--- src/rtl/router_input_buffer_pkg.sv ---
`default_nettype none
// ============================================================================
// Module      : router_input_buffer_pkg
// Description : Shared mesh constants, packet field layout and XY route helper.
// Revision    : 1.0 - initial release
// ============================================================================
package router_input_buffer_pkg;

  localparam int PACKET_LENGTH = 16;
  localparam int MESH_SIZE     = 4;

  // Output port indices into the one-hot route vector
  localparam int LOCAL = 0;
  localparam int NORTH = 1;
  localparam int EAST  = 2;
  localparam int SOUTH = 3;
  localparam int WEST  = 4;

  // Coordinates are one bit wider than the mesh needs so out-of-mesh targets are encodable
  localparam int COORD_WIDTH = 3;
  localparam int DEST_X_LSB  = 0;
  localparam int DEST_Y_LSB  = 3;

  localparam logic [COORD_WIDTH:0] c_MESH_LIMIT = (COORD_WIDTH+1)'(MESH_SIZE);

  function automatic logic [4:0] xy_route(
    input logic [COORD_WIDTH-1:0] dest_x,
    input logic [COORD_WIDTH-1:0] dest_y,
    input logic [COORD_WIDTH-1:0] x,
    input logic [COORD_WIDTH-1:0] y
  );
    logic [4:0] w_route;
    w_route = '0;
    if (dest_x > x)      w_route[EAST]  = 1'b1;
    else if (dest_x < x) w_route[WEST]  = 1'b1;
    else if (dest_y > y) w_route[NORTH] = 1'b1;
    else if (dest_y < y) w_route[SOUTH] = 1'b1;
    else                 w_route[LOCAL] = 1'b1;
    return w_route;
  endfunction

  function automatic logic in_mesh(
    input logic [COORD_WIDTH-1:0] dest_x,
    input logic [COORD_WIDTH-1:0] dest_y
  );
    return ({1'b0, dest_x} < c_MESH_LIMIT) && ({1'b0, dest_y} < c_MESH_LIMIT);
  endfunction

endpackage
`default_nettype wire

--- src/rtl/router_input_buffer_fifo.sv ---
`default_nettype none
// ============================================================================
// Module      : sync_fifo
// Description : Single-clock FIFO with separate count; head output holds the
//               last popped word while empty.
// Revision    : 1.0 - initial release
// ============================================================================
module sync_fifo #(
  parameter int WIDTH = 8,
  parameter int DEPTH = 4
) (
  input  logic                     clk,
  input  logic                     rst,
  input  logic                     i_push,
  input  logic                     i_pop,
  input  logic [WIDTH-1:0]         i_data,
  output logic [WIDTH-1:0]         o_data,
  output logic                     o_full,
  output logic                     o_empty,
  output logic [$clog2(DEPTH):0]   o_count
);

  localparam int              c_AW   = $clog2(DEPTH);
  localparam logic [c_AW:0]   c_FULL = (c_AW+1)'(DEPTH);

  logic [WIDTH-1:0] r_mem [DEPTH];
  logic [c_AW-1:0]  r_wr_ptr;
  logic [c_AW-1:0]  r_rd_ptr;
  logic [c_AW:0]    r_count;
  logic [WIDTH-1:0] r_last;
  logic             w_push;
  logic             w_pop;

  // A full FIFO never writes, even when a pop frees a slot in the same cycle
  assign w_push = i_push && !o_full && !rst;
  assign w_pop  = i_pop && !o_empty && !rst;

  always_ff @(posedge clk) begin
    if (w_push) r_mem[r_wr_ptr] <= i_data;
  end

  always_ff @(posedge clk) begin
    if (rst) begin
      r_wr_ptr <= '0;
      r_rd_ptr <= '0;
      r_count  <= '0;
      r_last   <= '0;
    end else begin
      if (w_push) r_wr_ptr <= r_wr_ptr + 1'b1;
      if (w_pop) begin
        r_rd_ptr <= r_rd_ptr + 1'b1;
        r_last   <= r_mem[r_rd_ptr];
      end
      case ({w_push, w_pop})
        2'b10:   r_count <= r_count + 1'b1;
        2'b01:   r_count <= r_count - 1'b1;
        default: r_count <= r_count;
      endcase
    end
  end

  assign o_full  = (r_count == c_FULL);
  assign o_empty = (r_count == '0);
  assign o_count = r_count;
  assign o_data  = o_empty ? r_last : r_mem[r_rd_ptr];

endmodule
`default_nettype wire

--- src/rtl/router_input_buffer.sv ---
`default_nettype none
// ============================================================================
// Module      : router_input_buffer
// Description : Router input port stage: packet FIFO with XY route computed at
//               enqueue and out-of-mesh packet drop.
// Revision    : 1.0 - initial release
// ============================================================================
module router_input_buffer
  import router_input_buffer_pkg::*;
#(
  parameter int X_COORD = 0,
  parameter int Y_COORD = 0,
  parameter int DEPTH   = 4
) (
  input  logic                      clk,
  input  logic                      rst,
  input  logic [PACKET_LENGTH-1:0]  in_data,
  input  logic                      in_valid,
  output logic                      in_reading,
  output logic [PACKET_LENGTH-1:0]  out_data,
  output logic                      out_valid,
  output logic [4:0]                out_req,
  input  logic                      out_reading,
  output logic [$clog2(DEPTH):0]    occupancy,
  output logic                      err_drop
);

  localparam logic [COORD_WIDTH-1:0] c_X_POS = COORD_WIDTH'(X_COORD);
  localparam logic [COORD_WIDTH-1:0] c_Y_POS = COORD_WIDTH'(Y_COORD);

  logic [COORD_WIDTH-1:0]     w_dest_x;
  logic [COORD_WIDTH-1:0]     w_dest_y;
  logic [4:0]                 w_route;
  logic                       w_in_mesh;
  logic                       w_accept;
  logic                       w_push;
  logic                       w_pop;
  logic                       w_full;
  logic                       w_empty;
  logic [PACKET_LENGTH+4:0]   w_head;
  logic                       r_err_drop;

  assign w_dest_x  = in_data[DEST_X_LSB +: COORD_WIDTH];
  assign w_dest_y  = in_data[DEST_Y_LSB +: COORD_WIDTH];
  assign w_route   = xy_route(w_dest_x, w_dest_y, c_X_POS, c_Y_POS);
  assign w_in_mesh = in_mesh(w_dest_x, w_dest_y);

  assign in_reading = !rst && !w_full;
  assign out_valid  = !rst && !w_empty;

  // Out-of-mesh packets are still handshaken upstream, just never stored
  assign w_accept = in_valid && in_reading;
  assign w_push   = w_accept && w_in_mesh;
  assign w_pop    = out_valid && out_reading;

  sync_fifo #(
    .WIDTH (PACKET_LENGTH + 5),
    .DEPTH (DEPTH)
  ) u_fifo (
    .clk     (clk),
    .rst     (rst),
    .i_push  (w_push),
    .i_pop   (w_pop),
    .i_data  ({w_route, in_data}),
    .o_data  (w_head),
    .o_full  (w_full),
    .o_empty (w_empty),
    .o_count (occupancy)
  );

  always_ff @(posedge clk) begin
    if (rst) r_err_drop <= 1'b0;
    else     r_err_drop <= w_accept && !w_in_mesh;
  end

  assign out_data = w_head[PACKET_LENGTH-1:0];
  assign out_req  = out_valid ? w_head[PACKET_LENGTH +: 5] : 5'b0;
  assign err_drop = r_err_drop;

endmodule
`default_nettype wire

--- config.mk ---
export PLATFORM = sky130hd
export DESIGN_NAME = router_input_buffer
export DESIGN_NICKNAME = d
export VERILOG_FILES = /design/src/rtl/router_input_buffer_pkg.sv /design/src/rtl/router_input_buffer_fifo.sv /design/src/rtl/router_input_buffer.sv
export SDC_FILE = /design/constraint.sdc
export NUM_CORES = 1
export LEC_CHECK = 0
export ABC_AREA = 1
export BUFFER_PORTS_ARGS = -buffer_cell sky130_fd_sc_hd__buf_2
export CORE_ASPECT_RATIO = 1.4
export CORE_UTILIZATION = 42
export DETAILED_ROUTE_END_ITERATION = 12
export GPL_ROUTABILITY_DRIVEN = 1
export PLACE_DENSITY = 0.68
export RECOVER_POWER = 100
export SLEW_MARGIN = 20
export SYNTH_ARGS = -nofsm -noshare
export SYNTH_HDL_FRONTEND = slang
export SYNTH_HIERARCHICAL = 1
export SYNTH_SLANG_ARGS = --single-unit
--- constraint.sdc ---
create_clock -name clk -period 3.27 [get_ports clk]
set_input_delay 0.1635 -clock clk [delete_from_list [all_inputs] [get_ports clk]]
set_output_delay 0.1635 -clock clk [all_outputs]
set_load 0.02 [all_outputs]
==> reports/summary.txt, run 1 <==
outcome: complete, no violations
residual DRC count: 0
routed wire length: 10680 um
synth top area cells: edfxtp_1 (48%), nand2_1 (13%), dfxtp_1 (12%)
Vias/cell: 4.614
complex-gate fraction of the synthesized area: 2.564%
Post-Synth Adder-Cell Area: 1.567%
Cell Pwr Density: 575.1 nW/um2
Slew HR: 37.72%
Initial DRC Count: 231
routability cong.: 0.8137
Startpoint Class: register
CP bufs+invs: 4
TritonCTS clock tree: built
largest family of logic cells by synthesized area: simple AND/OR/NAND/NOR gates
number of global-route vias before repair: 3876
total track usage: 17.49%
Hold Fails Final Rpt: 0
final critical-path required period: 2.794 ns
Final Max Tran Viols: 0
postcts setup bufs: 0
most frequent cells in the layout: nand2_1 (185), inv_1 (136), edfxtp_1 (84), nor2_1 (68), nand3_1 (44)
root buffer cell: clkbuf_16
post-synthesis mux area share: 0%
initial antenna violation count: 0
final net count: 710
die footprint: 13010 um2
largest net degree at the start of global routing: 48
Worst Setup End Kind: output port
Final TNS setup: 0 ns
Synth area leader: edfxtp_1
CP cell instances: clkbuf_2, inv_1, nand3_1, nand2_1, nand2_1, o21ai_1, inv_1, nor2_1, clkbuf_1
die width: 96.67 um
Starting Density: 43.01%
Initial DRT Pass Iterations: 4
post-synth cell types: 25
CTS H-Tree Depth: 4
share of layout cells above drive strength 1: 7.317%
Port Buf Inserts: 46
clk_lat worst skew: 0.40 ns
maximum clock frequency: 357.9 MHz
Max Cap Viol: 0
final setup fails: 0
Peak VDD IR: 0.3035 mV
Leak: 2.885 nW
Die H: 134.5 um
Post-DRT Antenna Nets: 0
most common cell after layout, fill and taps aside: nand2_1
gr ovfl total: 0
sequential area share after synthesis: 59.64%
fin crit share: 85.46%
DP HPWL: 6713 um
synth warn: 6
Slowest-stage cell, CP: inv_1
Post-Synth XOR/XNOR Area: 0%
Synth top area share: 47.86%
Layout Area Growth over Synthesis: 20.01%
Total Power: 3.637 mW
Post-Syn Instances: 614
core area: 12250 um2
RSZ-0062 raised after global routing: false
area occupied by multi-input gates: 1473 um2
sequential cell area: 3143 um2
Filler Cells Inserted: 1097
# IOs: 47
cts repair resizes: 0
clk slew on worst S/H paths: 0.06 ns
Clock Skew: 0.007674 ns
Vias: 3908
fraction of the mapped netlist area in simple logic gates: 23.24%
Seq cells post-synth: 115
Antenna Cells: 0
num rows: 48
WP data required: 3.11 ns
hold crit path type: primary input to register
CP max FO: 22
slew at the pin closest to its max-slew limit: 0.9319 ns
Num CTS Buffers: 17
crit-path max cell delay: 0.73 ns
syn avg cell area: 8.583 um2
Worst EP arrival: 2.63 ns
first-pass GRT wire length: 17880 um
CP Class: register to output port
Longest Clk Path Bufs: 2
# clock sinks: 115
CP delay by family, top: buffers and inverters
drt wl/cell: 12.61 um
Netlist Area Pre-Place: 5270 um2
## power breakdown
| part | internal (mW) | total, mW | switching, mW |
|---|---|---|---|
| Clock | 1.35 | 1.97 | 0.623 |
| Sequential | 1.57 | 1.57 | 0.00237 |
| Combinational | 0.0316 | 0.0954 | 0.0638 |
| Total | 2.95 | 3.64 | 0.689 |
## cells by family after synthesis
logic type      Yosys count
flops                   115
buf+inv                 161
simple gates            304
other cells               1
compound gates           27
fa+ha+maj                 6
## flip-flops by register name, summed over array words and instances, names as in the netlist, named ones only
name,cells
err_drop,1
u_fifo/o_count,3
u_fifo/r_mem,84
u_fifo/r_rd_ptr,2
u_fifo/r_wr_ptr,2
u_fifo/r_last,21
## worst register-to-register path, cell delays in order (launching register included)
cell,delay (ns)
dfxtp_1,0.36
nor2_1,0.08
nand2_2,0.06
inv_1,0.04
nor2_1,0.13
inv_1,0.12
nor2_1,0.35
nand3_4,0.25
inv_1,0.12
ha_1,0.17
inv_1,0.07
fa_1,0.38
inv_1,0.06
nand2_1,0.05
nand3_1,0.08
nand2_1,0.05
nand2_1,0.05
nor2_1,0.04
## layout make-up
type	count	area share (%)
clock buffer	18	6.785
clock inverter	14	3.323
inverter	137	8.131
multi-input combinational	345	23.28
sequential	115	49.69
tap	150	2.967
timing repair buffer	68	5.816
## synthesized netlist by cell type, drive strengths merged
cell and number:
edfxtp 84, nor2 72, ha 5, dfxtp 31
nand2 186, nand3 45, conb 1, nand4 1
inv 137, buf 21, fa 1, clkbuf 3
a21oi 3, o21ai 24
## layer usage
layer	share of wire, %	vias to the layer above	GRT usage [%]
met3	4.4	11	4.400
li1	-	1990	-
met2	54	80	30.95
met1	40	1827	19.20
met4	1.8	0	9.536
met5	0	-	0
## final timing paths
path	startpoint	endpoint	slack (ns)	cells after the start
min reg2reg	u_fifo/r_last[16]$_SDFFE_PP0P_	u_fifo/r_last[16]$_SDFFE_PP0P_	0.52	4
max	register	out_req[3]	0.48	9
min	in_valid	err_drop$_SDFF_PP0_	0.02	3
max reg2reg	u_fifo/o_count[1]$_SDFFE_PP0P_	u_fifo/o_count[2]$_SDFFE_PP0P_	0.71	17
## through the flow
stage          hold WS, ns  worst slack (ns)  cells  instance area, um2  utilization (%)
3_5_place_dp        0.3813            0.7826    801                5618            45.85
3_3_place_gp        0.3717            0.8500    801                5618            45.85
5_1_grt            0.01705            0.2230    847                6325            51.62
6_report           0.01990            0.4756    847                6325            51.62
4_1_cts           0.006260            0.7393    847                6397            52.22
2_1_floorplan       0.2624            0.3181    621                5296                -
## timing repair
action | 4_1_cts | 5_1_grt
endpoints found under the setup margin | 0 | 0
hold buffers | 14 | 0
endpoints found under the hold margin | 54 | 0
(Power assumes the default switching activity.)
==> inputs of run 2 (changes only) <==
--- a/config.mk
+++ b/config.mk
@@ -6,12 +6,13 @@
 export NUM_CORES = 1
 export LEC_CHECK = 0
 export ABC_AREA = 1
+export ABC_CLOCK_PERIOD_IN_PS = 3270
 export BUFFER_PORTS_ARGS = -buffer_cell sky130_fd_sc_hd__buf_2
 export CORE_ASPECT_RATIO = 1.4
-export CORE_UTILIZATION = 42
+export CORE_UTILIZATION = 60
 export DETAILED_ROUTE_END_ITERATION = 12
 export GPL_ROUTABILITY_DRIVEN = 1
-export PLACE_DENSITY = 0.68
+export PLACE_DENSITY = 0.88
 export RECOVER_POWER = 100
 export SLEW_MARGIN = 20
 export SYNTH_ARGS = -nofsm -noshare
==> reports/summary.txt, run 2 (synthesis results as in run 1) <==
outcome: complete, no violations
Slowest-stage cell, CP: clkbuf_1
share of layout cells above drive strength 1: 5.324%
gr ovfl total: 0
Hold Fails Final Rpt: 0
routability cong.: 0.7841
combinational fraction of design power: 2.9%
Peak VDD IR: 0.4285 mV
first-pass GRT wire length: 18350 um
non-filler instance count after layout: 800
die width: 81.21 um
Vias: 4119
Clk pwr share: 49.9%
max reg flops: 84
Setup WS pre-CTS: 0.7183 ns
crit-path max cell delay: 0.97 ns
Final TNS setup: 0 ns
# clock sinks: 115
CP cell instances: dlygate4sd3_1, clkbuf_1, nor2_1, inv_1, nor2_1, nand2_1, inv_1, nand2_1, nor2_2, clkbuf_1
num rows: 40
hold crit path type: primary input to register
Leak: 2.821 nW
final critical-path required period: 2.842 ns
routed wire length: 11560 um
Antenna Cells: 0
Clock Skew: 0.01099 ns
die footprint: 9167 um2
DP HPWL: 6568 um
Psw: 0.6480 mW
residual DRC count: 0
cts repair resizes: 0
final net count: 710
Sw Share: 19.42%
Layout Area Growth over Synthesis: 16.81%
most common cell after layout, fill and taps aside: nand2_1
postcts setup bufs: 0
Port Buf Inserts: 46
TritonCTS clock tree: built
final setup fails: 0
clk_lat worst skew: 0.42 ns
WP data required: 3.29 ns
CTS H-Tree Depth: 4
worst hold margin: 0.05742 ns
Total Power: 3.337 mW
Power Internal: 2.689 mW
number of global-route vias before repair: 3962
maximum clock frequency: 351.9 MHz
DP Cell Count: 756
area post-placement: 5562 um2
Starting Density: 61.58%
Worst EP arrival: 2.86 ns
Die H: 112.9 um
# IOs: 47
Vias/cell: 5.149
Num CTS Buffers: 17
total track usage: 27.45%
Startpoint Class: primary input
Initial DRT Pass Iterations: 6
Longest Clk Path Bufs: 2
Top reg by flops: u_fifo/r_mem
most frequent cells in the layout: nand2_1 (185), inv_1 (137), edfxtp_1 (84), nor2_1 (68), clkbuf_1 (47)
clk slew on worst S/H paths: 0.05 ns
root buffer cell: clkbuf_16
drt wl/cell: 14.45 um
CP Class: primary input to register
Max Cap Viol: 0
slew at the pin closest to its max-slew limit: 1.312 ns
final design utilization: 71.93%
fin area: 6156 um2
core area: 8558 um2
fin crit share: 86.90%
Post-DRT Antenna Nets: 0
CP max FO: 21
initial antenna violation count: 0
hold_buf cts: 14
Slew HR: 12.50%
final worst slack: 0.4285 ns
Initial DRC Count: 397
Worst Setup End Kind: register
largest net degree at the start of global routing: 48
Seq pwr share: 47.1%
Cell Pwr Density: 542.1 nW/um2
RSZ-0062 raised after global routing: false
Final Max Tran Viols: 0
[run 2: critical path, delay by kind of cell]
family        cells  cell delay, ns
buf+inv           5            1.87
simple gates      5            0.81
[run 2: path summary, 6_finish.rpt]
kind	depth (start not counted)	endpoint	slack (ns)	startpoint
max reg2reg	11	u_fifo/r_mem[1][18]$_DFFE_PP_	0.52	u_fifo/o_count[1]$_SDFFE_PP0P_
max	10	u_fifo/r_mem[1][18]$_DFFE_PP_	0.43	in_data[2]
min reg2reg	4	u_fifo/r_last[16]$_SDFFE_PP0P_	0.52	u_fifo/r_last[16]$_SDFFE_PP0P_
min	4	err_drop$_SDFF_PP0_	0.06	rst
[run 2: power groups by stage]
stage | Combinational [mW] | Clock [mW] | Sequential, mW
after floorplan | 0.0495 | 0 | 1.60
after global placement | 0.0819 | 0 | 1.60
after detailed placement | 0.0863 | 0 | 1.60
after CTS | 0.101 | 1.68 | 1.57
after global routing | 0.108 | 1.77 | 1.57
final | 0.0974 | 1.67 | 1.57
[run 2: final cells by class]
| class | count | area, um2 |
|---|---|---|
| flip-flops and latches | 115 | 3143 |
| fillers | 576 | 2402 |
| repair buffers | 68 | 365.4 |
| inverters | 137 | 514.2 |
| clock buffers | 20 | 436.7 |
| clock inverters | 10 | 92.59 |
| multi-input cells | 345 | 1473 |
| well taps | 105 | 131.4 |
[run 2: metal layers]
layer  wire length (um)  track usage [%]
met5                  0                0
met4                344            15.00
met3                886            7.742
met2               5919            44.43
met1               4407            32.53
